File: config.mk
export PLATFORM = sky130hd
export DESIGN_NAME = if_id_fetch_stage_flat
export DESIGN_NICKNAME = d
export VERILOG_FILES = /design/src/rtl/if_id_fetch_stage_pkg.sv /design/src/rtl/if_id_fetch_stage_if.sv /design/src/rtl/if_id_fetch_stage_skid_buf.sv /design/src/rtl/if_id_fetch_stage.sv /design/src/flat_wrapper.sv
export SDC_FILE = /design/constraint.sdc
export NUM_CORES = 1
export LEC_CHECK = 0
export CAP_MARGIN = 5
export CELL_PAD_IN_SITES_DETAIL_PLACEMENT = 0
export CELL_PAD_IN_SITES_GLOBAL_PLACEMENT = 2
export CORE_MARGIN = 2
export CORE_UTILIZATION = 25
export DETAILED_ROUTE_END_ITERATION = 10
export PLACE_DENSITY_LB_ADDON = 0.1
export SYNTH_ARGS = -nofsm -noshare
export SYNTH_HDL_FRONTEND = slang
export SYNTH_SLANG_ARGS = --single-unit
File: constraint.sdc
create_clock -name clk -period 2.35 [get_ports clk]
set_input_delay 0.47 -clock clk [delete_from_list [all_inputs] [get_ports clk]]
set_output_delay 0.47 -clock clk [all_outputs]
set_load 0.1 [all_outputs]
File: src/rtl/if_id_fetch_stage_pkg.sv
// Shared MIPS front-end definitions: opcodes, the NOP word and the fetch FSM encoding.
package if_id_fetch_stage_pkg;

  localparam logic [5:0] OP_RTYPE = 6'b000000;
  localparam logic [5:0] OP_LW    = 6'b100011;
  localparam logic [5:0] OP_SW    = 6'b101011;
  localparam logic [5:0] OP_ADDI  = 6'b001000;
  localparam logic [5:0] OP_BEQ   = 6'b000100;
  localparam logic [5:0] OP_BNE   = 6'b000101;

  // sll $0,$0,0
  localparam logic [31:0] NOP_WORD = 32'h0000_0000;

  typedef enum logic [1:0] {
    ST_BOOT  = 2'd0,
    ST_FETCH = 2'd1,
    ST_HOLD  = 2'd2
  } fetch_state_e;

  function automatic logic [31:0] word_align(input logic [31:0] addr);
    return addr & ~32'h0000_0003;
  endfunction

endpackage

File: src/rtl/if_id_fetch_stage_if.sv
// Ready-handshaked instruction-memory port between the fetch stage (master) and memory (slave).
interface if_id_fetch_stage_if;
  logic        imem_req;
  logic [31:0] imem_addr;
  logic        imem_ready;
  logic [31:0] imem_rdata;

  modport master (output imem_req, output imem_addr, input imem_ready, input imem_rdata);
  modport slave  (input imem_req, input imem_addr, output imem_ready, output imem_rdata);
endinterface

File: src/rtl/if_id_fetch_stage_skid_buf.sv
// One-entry {instr, pc_plus4} skid buffer; clear (redirect) dominates load and drain.
module fetch_skid_buf (
  input  logic        clk,
  input  logic        rst_n,
  input  logic        load_i,
  input  logic        drain_i,
  input  logic        clear_i,
  input  logic [31:0] instr_i,
  input  logic [31:0] pc_plus4_i,
  output logic        full_o,
  output logic [31:0] instr_o,
  output logic [31:0] pc_plus4_o
);

  logic        full_q, full_d;
  logic [31:0] instr_q, instr_d;
  logic [31:0] pc4_q, pc4_d;

  always_comb begin
    full_d  = full_q;
    instr_d = instr_q;
    pc4_d   = pc4_q;
    if (clear_i) begin
      full_d = 1'b0;
    end else if (load_i) begin
      full_d  = 1'b1;
      instr_d = instr_i;
      pc4_d   = pc_plus4_i;
    end else if (drain_i) begin
      full_d = 1'b0;
    end
  end

  always_ff @(posedge clk or negedge rst_n) begin
    if (!rst_n) begin
      full_q  <= 1'b0;
      instr_q <= 32'h0;
      pc4_q   <= 32'h0;
    end else begin
      full_q  <= full_d;
      instr_q <= instr_d;
      pc4_q   <= pc4_d;
    end
  end

  assign full_o     = full_q;
  assign instr_o    = instr_q;
  assign pc_plus4_o = pc4_q;

endmodule

File: src/rtl/if_id_fetch_stage.sv
// Instruction fetch + IF/ID register with skid buffer and redirect handling.
// Optional MIPS_DELAY_SLOT_EN: on redirect, the word in flight or in the skid buffer becomes the delay slot.
module if_id_fetch_stage
  import if_id_fetch_stage_pkg::*;
#(
  parameter logic [31:0] RESET_PC  = 32'h0000_0000,
  parameter logic [31:0] NOP_INSTR = NOP_WORD
) (
  input  logic                       clk,
  input  logic                       rst_n,
  if_id_fetch_stage_if.master        imem,
  input  logic                       stall_i,
  input  logic                       redirect_i,
  input  logic [31:0]                redirect_pc_i,
  output logic                       if_id_valid_o,
  output logic [31:0]                if_id_instr_o,
  output logic [5:0]                 if_id_opcode_o,
  output logic [31:0]                if_id_pc_plus4_o
);

  fetch_state_e state_q, state_d;
  logic [31:0]  pc_q, pc_d;
  logic         valid_q, valid_d;
  logic [31:0]  instr_q, instr_d;
  logic [31:0]  pc4_q, pc4_d;
  logic         skid_load, skid_drain, skid_clear, skid_full;
  logic [31:0]  skid_instr, skid_pc4;
  logic [31:0]  pc_plus4;

  assign pc_plus4 = pc_q + 32'd4;

  fetch_skid_buf u_skid (
    .clk       (clk),
    .rst_n     (rst_n),
    .load_i    (skid_load),
    .drain_i   (skid_drain),
    .clear_i   (skid_clear),
    .instr_i   (imem.imem_rdata),
    .pc_plus4_i(pc_plus4),
    .full_o    (skid_full),
    .instr_o   (skid_instr),
    .pc_plus4_o(skid_pc4)
  );

  always_comb begin
    state_d    = state_q;
    pc_d       = pc_q;
    valid_d    = valid_q;
    instr_d    = instr_q;
    pc4_d      = pc4_q;
    skid_load  = 1'b0;
    skid_drain = 1'b0;
    skid_clear = 1'b0;

    unique case (state_q)
      ST_BOOT: state_d = ST_FETCH;
      ST_FETCH: begin
        if (imem.imem_ready && !stall_i) begin
          valid_d = 1'b1;
          instr_d = imem.imem_rdata;
          pc4_d   = pc_plus4;
          pc_d    = pc_plus4;
        end else if (imem.imem_ready) begin
          skid_load = 1'b1;
          pc_d      = pc_plus4;
          state_d   = ST_HOLD;
        end else if (!stall_i) begin
          valid_d = 1'b0;
          instr_d = NOP_INSTR;
        end
      end
      ST_HOLD: begin
        if (!stall_i) begin
          valid_d    = skid_full;
          instr_d    = skid_full ? skid_instr : NOP_INSTR;
          pc4_d      = skid_pc4;
          skid_drain = 1'b1;
          state_d    = ST_FETCH;
        end
      end
      default: state_d = ST_BOOT;
    endcase

    // Redirect beats stall and any in-flight data, but BOOT ignores it.
    if (redirect_i && state_q != ST_BOOT) begin
      pc_d       = word_align(redirect_pc_i);
      skid_load  = 1'b0;
      skid_clear = 1'b1;
      state_d    = ST_FETCH;
`ifdef MIPS_DELAY_SLOT_EN
      if (state_q == ST_FETCH && imem.imem_ready) begin
        valid_d = 1'b1;
        instr_d = imem.imem_rdata;
        pc4_d   = pc_plus4;
      end else if (state_q == ST_HOLD && skid_full) begin
        valid_d = 1'b1;
        instr_d = skid_instr;
        pc4_d   = skid_pc4;
      end else begin
        valid_d = 1'b0;
        instr_d = NOP_INSTR;
      end
`else
      valid_d = 1'b0;
      instr_d = NOP_INSTR;
`endif
    end
  end

  always_ff @(posedge clk or negedge rst_n) begin
    if (!rst_n) begin
      state_q <= ST_BOOT;
      pc_q    <= word_align(RESET_PC);
      valid_q <= 1'b0;
      instr_q <= NOP_INSTR;
      pc4_q   <= 32'h0;
    end else begin
      state_q <= state_d;
      pc_q    <= pc_d;
      valid_q <= valid_d;
      instr_q <= instr_d;
      pc4_q   <= pc4_d;
    end
  end

  assign imem.imem_req  = (state_q == ST_FETCH);
  assign imem.imem_addr = pc_q;

  assign if_id_valid_o    = valid_q;
  assign if_id_instr_o    = instr_q;
  assign if_id_opcode_o   = instr_q[31:26];
  assign if_id_pc_plus4_o = pc4_q;

endmodule

File: src/flat_wrapper.sv
// flat-port wrapper written by rule: the top's interface ports become plain ports
module if_id_fetch_stage_flat import if_id_fetch_stage_pkg::*;
#(
  parameter logic [31:0] RESET_PC  = 32'h0000_0000,
  parameter logic [31:0] NOP_INSTR = NOP_WORD
)
  (clk, rst_n, stall_i, redirect_i, redirect_pc_i, if_id_valid_o, if_id_instr_o, if_id_opcode_o, if_id_pc_plus4_o, imem_imem_req, imem_imem_addr, imem_imem_ready, imem_imem_rdata);
  if_id_fetch_stage_if imem_i ();
  input  logic clk;
  input  logic rst_n;
  input  logic stall_i;
  input  logic redirect_i;
  input  logic [31:0] redirect_pc_i;
  output logic if_id_valid_o;
  output logic [31:0] if_id_instr_o;
  output logic [5:0] if_id_opcode_o;
  output logic [31:0] if_id_pc_plus4_o;
  output wire logic [$bits(imem_i.imem_req)-1:0] imem_imem_req;
  output wire logic [$bits(imem_i.imem_addr)-1:0] imem_imem_addr;
  input wire logic [$bits(imem_i.imem_ready)-1:0] imem_imem_ready;
  input wire logic [$bits(imem_i.imem_rdata)-1:0] imem_imem_rdata;
  assign imem_imem_req = imem_i.imem_req;
  assign imem_imem_addr = imem_i.imem_addr;
  assign imem_i.imem_ready = imem_imem_ready;
  assign imem_i.imem_rdata = imem_imem_rdata;
  if_id_fetch_stage #(.RESET_PC(RESET_PC), .NOP_INSTR(NOP_INSTR)) u_core (.clk(clk), .rst_n(rst_n), .imem(imem_i), .stall_i(stall_i), .redirect_i(redirect_i), .redirect_pc_i(redirect_pc_i), .if_id_valid_o(if_id_valid_o), .if_id_instr_o(if_id_instr_o), .if_id_opcode_o(if_id_opcode_o), .if_id_pc_plus4_o(if_id_pc_plus4_o));
endmodule
Yosys cells after proc, flatten, opt, wreduce, memory -nomap -nowiden
Index checks and enable logic that the tools add are counted.
Widths: inputs -> output; s select.
- register bits: 164
- bits of input ports: 69
- output and inout port bits: 104
- logic and storage cells: 69
- add/subtract/negate cells: 1
- eq/ne operators: 9
- multiplexer cells: 35
- bitwise operators: 1
- reductions and logical operators: 15
- operator list (kind ; count):
    $mux 32 ; 12
    $pmux 32 s2 ; 2
    $add 32x3->32 const B ; 1
    $mux 1 ; 15
    $reduce_bool 3->1 ; 3
    $mux 2 ; 4
    $ne 4x2->1 const B ; 2
    $pmux 2 s3 ; 1
    $reduce_and 3->1 ; 2
    $reduce_bool 2->1 ; 3
    $reduce_and 2->1 ; 2
    $reduce_and 4->1 ; 1
    $ne 3x1->1 const B ; 1
    $ne 3x2->1 const B ; 1
    $ne 3x3->1 const B ; 1
    $eq 2x1->1 const B ; 1
    $eq 2x2->1 const B ; 1
    $logic_and 1x1->1 ; 2
    $logic_not 2->1 ; 1
    $ne 2x1->1 const B ; 1
    $ne 2x2->1 const B ; 1
    $pmux 1 s2 ; 1
    $logic_not 1->1 ; 1
    $not 1->1 ; 1

Logic depth before layout (Yosys ltp)
Gate-level depths: netlist (run 1).
- depth in word-level cells: 7
- depth in mapped cells: 9

Hierarchy
A second synthesis (run 1) with hierarchy kept.
- cells, all modules: 789
- area total of the unflattened synthesis: 8329.2 µm²
- modules (own cells, without submodules) (module ; instances ; cells each ; area an instance (µm²)):
    if_id_fetch_stage ; 1 ; 649 ; 5587.9
    fetch_skid_buf ; 1 ; 140 ; 2741.4

Worst setup path after synthesis (run 1)
No wires, ideal clock.
- path kind: register to register
- start: reg u_core.state_q[1]
- end: reg u_core.pc4_q[10], in the netlist u_core.if_id_pc_plus4_o[10]
- library setup time: 120 ps
- data arrival time: 2591 ps
- required time: 2230 ps
- slack: -361 ps
- stages on the path, launching flop included: 9
- buffers on the path: 2
- cell sequence: dfrtp_1 inv_1 ha_1 clkbuf_1 a21oi_1 o21ai_1 clkbuf_1 a211oi_1 a21o_1
- longest elaborated chain between the ends: 3
- elaborated cells between the ends (all ways): 7
- ends and longest elaborated chain (what ; line ; source):
    start: declaration ; if_id_fetch_stage.sv:21 ; fetch_state_e state_q, state_d;
    start signal: assignment ; if_id_fetch_stage.sv:118 ; state_q <= state_d;
    $eq 2x1->1 * ; - ;
    named net imem_imem_req ; flat_wrapper.sv:18 ; output wire logic [$bits(imem_i.imem_req)-1:0] imem_imem_req;
    $ne 2x1->1 (no source line) / $reduce_bool 2->1 (equally long branches) ; - ;
    $reduce_and 3->1 (no source line) ; - ;
    end signal: assignment ; if_id_fetch_stage.sv:122 ; pc4_q <= pc4_d;
    end: declaration ; if_id_fetch_stage.sv:25 ; logic [31:0] pc4_q, pc4_d;
The timed path passes the listed nets; every way through them passes the cells marked *.
A chain may end at the register's enable or synchronous reset.

Worst setup path in the final report (run 1)
- start: reg u_core.pc_q[2], in the netlist u_core.imem.imem_addr[2]
- end: reg u_core.pc4_q[24], in the netlist u_core.if_id_pc_plus4_o[24]
- longest elaborated chain between the ends: 3
- ends and longest elaborated chain (what ; line ; source):
    start: declaration ; if_id_fetch_stage.sv:22 ; logic [31:0] pc_q, pc_d;
    start signal: assignment ; if_id_fetch_stage.sv:113 ; pc_q <= word_align(RESET_PC);
    start signal: assignment ; if_id_fetch_stage.sv:119 ; pc_q <= pc_d;
    $add 32x3->32 ; if_id_fetch_stage.sv:30 ; assign pc_plus4 = pc_q + 32'd4;
    $mux 32 ; if_id_fetch_stage.sv:58 ; if (imem.imem_ready && !stall_i) begin
    $pmux 32 s2 ; if_id_fetch_stage.sv:55 ; unique case (state_q)
Every way passes these cells. The select of a mux whose other input is x is not followed.

==> metrics.txt, run 1 <==
status finished clean; Tmin final 2.23 ns; I/O pin total 173; CTS tree done; most common cell in the netlist dfrtp_1; Hold Vio Cnt, Final 0; GR met2 Demand/Resource 22.9%; met3 Use GR 2.69%; routed len/inst 19.2 µm; Worst EP arrival 2.56 ns; met1 track demand over resource 25.9%; # DRC 0; 1st-iter DRT viols 408; gpl congestion 0.771; top cells by area, synth dfrtp_1 51%, nand2_1 5.5%, o21ai_0 5.1%; Clock Sinks 158; Syn Inst Count 804; first-pass GRT wire length 41.6 mm; final std cells w/o fill 1376; cell area after layout 0.0106 mm²; dpl cells 1343; library cells used by synthesis 61; row count 64; DRT antenna net count 0; number of max-cap violations 0; final setup violation count 0; Clock Skew 0.0144 ns; footprint of the multi-input gates 0.00351 mm²; Post-synth ARST share 100%; yosys warns 0; final setup margin 0.119 ns; Fill cells 3184; DRT Pass-1 Iters 7; largest net degree at the start of global routing 60; die area 0.0325 mm²; ANT cells 0; pre-CTS setup slack -0.0265 ns; kind of end point of the critical path flip-flop; Yosys top cell area share 50.8%; WS Path Type flip-flop to flip-flop; Vert. Die Dim 180 µm; Tot GR Track Use 16.5%; Hold WC Path Type flip-flop to flip-flop; nets 1041; DP Area 0.00999 mm²; Core Box Area 0.0306 mm²; Post-Syn Area 0.00778 mm²; die width 180 µm; layout cells sized above 1 27.2%; post-synthesis sequential area ratio 50.8%; grt total ovfl 0; slew of the pin with the lowest slew margin 0.573 ns; fin. max-slew vios 0; synth cell count leaders 158 x dfrtp_1, 113 x nand2_1, 80 x o21ai_0, 52 x clkbuf_1, 39 x a21oi_1; Top FF cell, synth dfrtp_1; H-tree levels 4; Rel. slew slack 61.2%; Port Buf Inserts 166; total wire length 26.4 mm; vias in the first global route 6607; DR vias 6581; Syn-to-layout area delta 36.7%; fmax 448 MHz; Worst-Skew Late Latency 0.44 ns; #FFs+latches synth 158; Initial Util 25.4%; hpwl dp 18.3 mm; CP Max Fanout 5; CTS buffer count 17; antenna violations before repair 0; fin util 34.8%; Critical Path Start Type flip-flop; flip-flop and latch area 0.00398 mm²; maximum root-to-sink buffer count 2; unrepaired setup endpoints after global routing no; Vias/cell 4.78; Synth Area per Inst 9.68 µm²; Post-synth EDFFs 0; Period Utilization, post-route 94.9%; Worst Path Required 2.68 ns; gr busiest metal met1; area leader, netlist dfrtp_1; CTS clk-pin slew, worst paths 0.07 ns; CTS root buf clkbuf_16
[critical path: stages, from the launching register on]
cell	delay (ns)
dfrtp_2	0.40
ha_1	0.29
and3_1	0.31
nand2_1	0.18
o31a_1	0.34
o311ai_2	0.38
buf_4	0.17
nand2_1	0.04
[registers in the layout, indices dropped and copies added, names as in the netlist]
register / cells
u_core.u_skid.instr_o: 32
u_core.if_id_pc_plus4_o: 30
u_core.state_q: 2
u_core.u_skid.full_o: 1
u_core.if_id_valid_o: 1
u_core.u_skid.pc_plus4_o: 30
u_core.if_id_instr_o: 32
u_core.imem.imem_addr: 30
[layout make-up]
| cell class | instances | share of cell area [%] |
|---|---|---|
| Tap cell | 396 | 4.66 |
| Clock inverter | 14 | 1.86 |
| Timing Repair Buffer | 216 | 18.5 |
| Clock buffer | 18 | 4.03 |
| Multi-Input combinational cell | 560 | 33.0 |
| Inverter | 14 | 0.494 |
| Sequential cell | 158 | 37.5 |
[worst paths after layout]
path | from | endpoint | slack [ns] | depth (start not counted)
setup / recovery | u_core.imem.imem_addr[2] | u_core.if_id_pc_plus4_o[24] | 0.12 | 7
hold / removal | u_core.if_id_pc_plus4_o[24] | u_core.if_id_pc_plus4_o[24] | 0.47 | 2
setup reg to reg | u_core.imem.imem_addr[2] | u_core.if_id_pc_plus4_o[24] | 0.12 | 7
hold reg to reg | u_core.if_id_pc_plus4_o[24] | u_core.if_id_pc_plus4_o[24] | 0.47 | 2
max in group asynchronous | rst_n | u_core.imem.imem_addr[25] | 1.21 | 3
min in group asynchronous | rst_n | u_core.imem.imem_addr[24] | 0.50 | 2
[cells in the final DEF (no fill, tap or decap), types with 12 or more instances in the layout]
cell type and instances:
a22oi_1 36, a2bb2oi_1 12, nand4_1 18, dfrtp_2 24, nand3_1 32, nand2_1 113, o22ai_1 12, a21oi_1 38
xnor2_1 12, clkdlybuf4s50_1 65, clkbuf_16 17, o21ai_0 80, nor3_1 14, inv_1 13, mux2_2 35, nor2_1 38
buf_4 135, dfrtp_1 134, buf_12 14
[layer usage]
metal / up-vias / part of all wire [%]
met4: 0 / 1.2
met1: 3205 / 53
met3: 16 / 3.8
li1: 3207 / -
met2: 153 / 42
met5: - / 0
[kinds of logic (layout without fill, tap and decap cells)]
family	count (synthesis)	count (layout)	share of synthesized area (%)
AOI/OAI and AO/OA	234	234	18.8
adders and majority gates	5	5	0.804
other	1	4	0.0482
and+or+nand+nor	259	259	16.9
muxes	37	37	5.32
xor gates and xnor gates	21	21	2.36
buffers and inverters	89	262	4.92
DFF	158	158	50.8
[through the flow]
step | hold slack [ns] | TNS, ns
2_1_floorplan | 0.174 | 0
3_3_place_gp | 0.402 | -0.0289
3_5_place_dp | 0.406 | -0.0265
4_1_cts | 0.478 | 0
5_1_grt | 0.498 | 0
6_report | 0.469 | 0
[timing repair]
action	CTS	global route
setup endpoints to repair	1	1
hold endpoints to repair	28	0
gates resized for setup	1	1
buffers inserted	0	0
cloned	0	0
hold buffers	1	0
Power of run 1 is left out: the tool's default activity adds up to more than one toggle a clock period on the data nets, which glitch-free logic cannot reach.
==> run 2, diff against run 1 <==
--- a/config.mk
+++ b/config.mk
@@ -5,13 +5,14 @@
 export SDC_FILE = /design/constraint.sdc
 export NUM_CORES = 1
 export LEC_CHECK = 0
-export CAP_MARGIN = 5
+export CAP_MARGIN = 25
 export CELL_PAD_IN_SITES_DETAIL_PLACEMENT = 0
 export CELL_PAD_IN_SITES_GLOBAL_PLACEMENT = 2
 export CORE_MARGIN = 2
 export CORE_UTILIZATION = 25
 export DETAILED_ROUTE_END_ITERATION = 10
 export PLACE_DENSITY_LB_ADDON = 0.1
+export SLEW_MARGIN = 20
 export SYNTH_ARGS = -nofsm -noshare
 export SYNTH_HDL_FRONTEND = slang
 export SYNTH_SLANG_ARGS = --single-unit
==> results of run 2 <==
Same layout as run 1: the final DEF is identical, and so are final timing and power.
Power of run 2 is left out for the same reason.
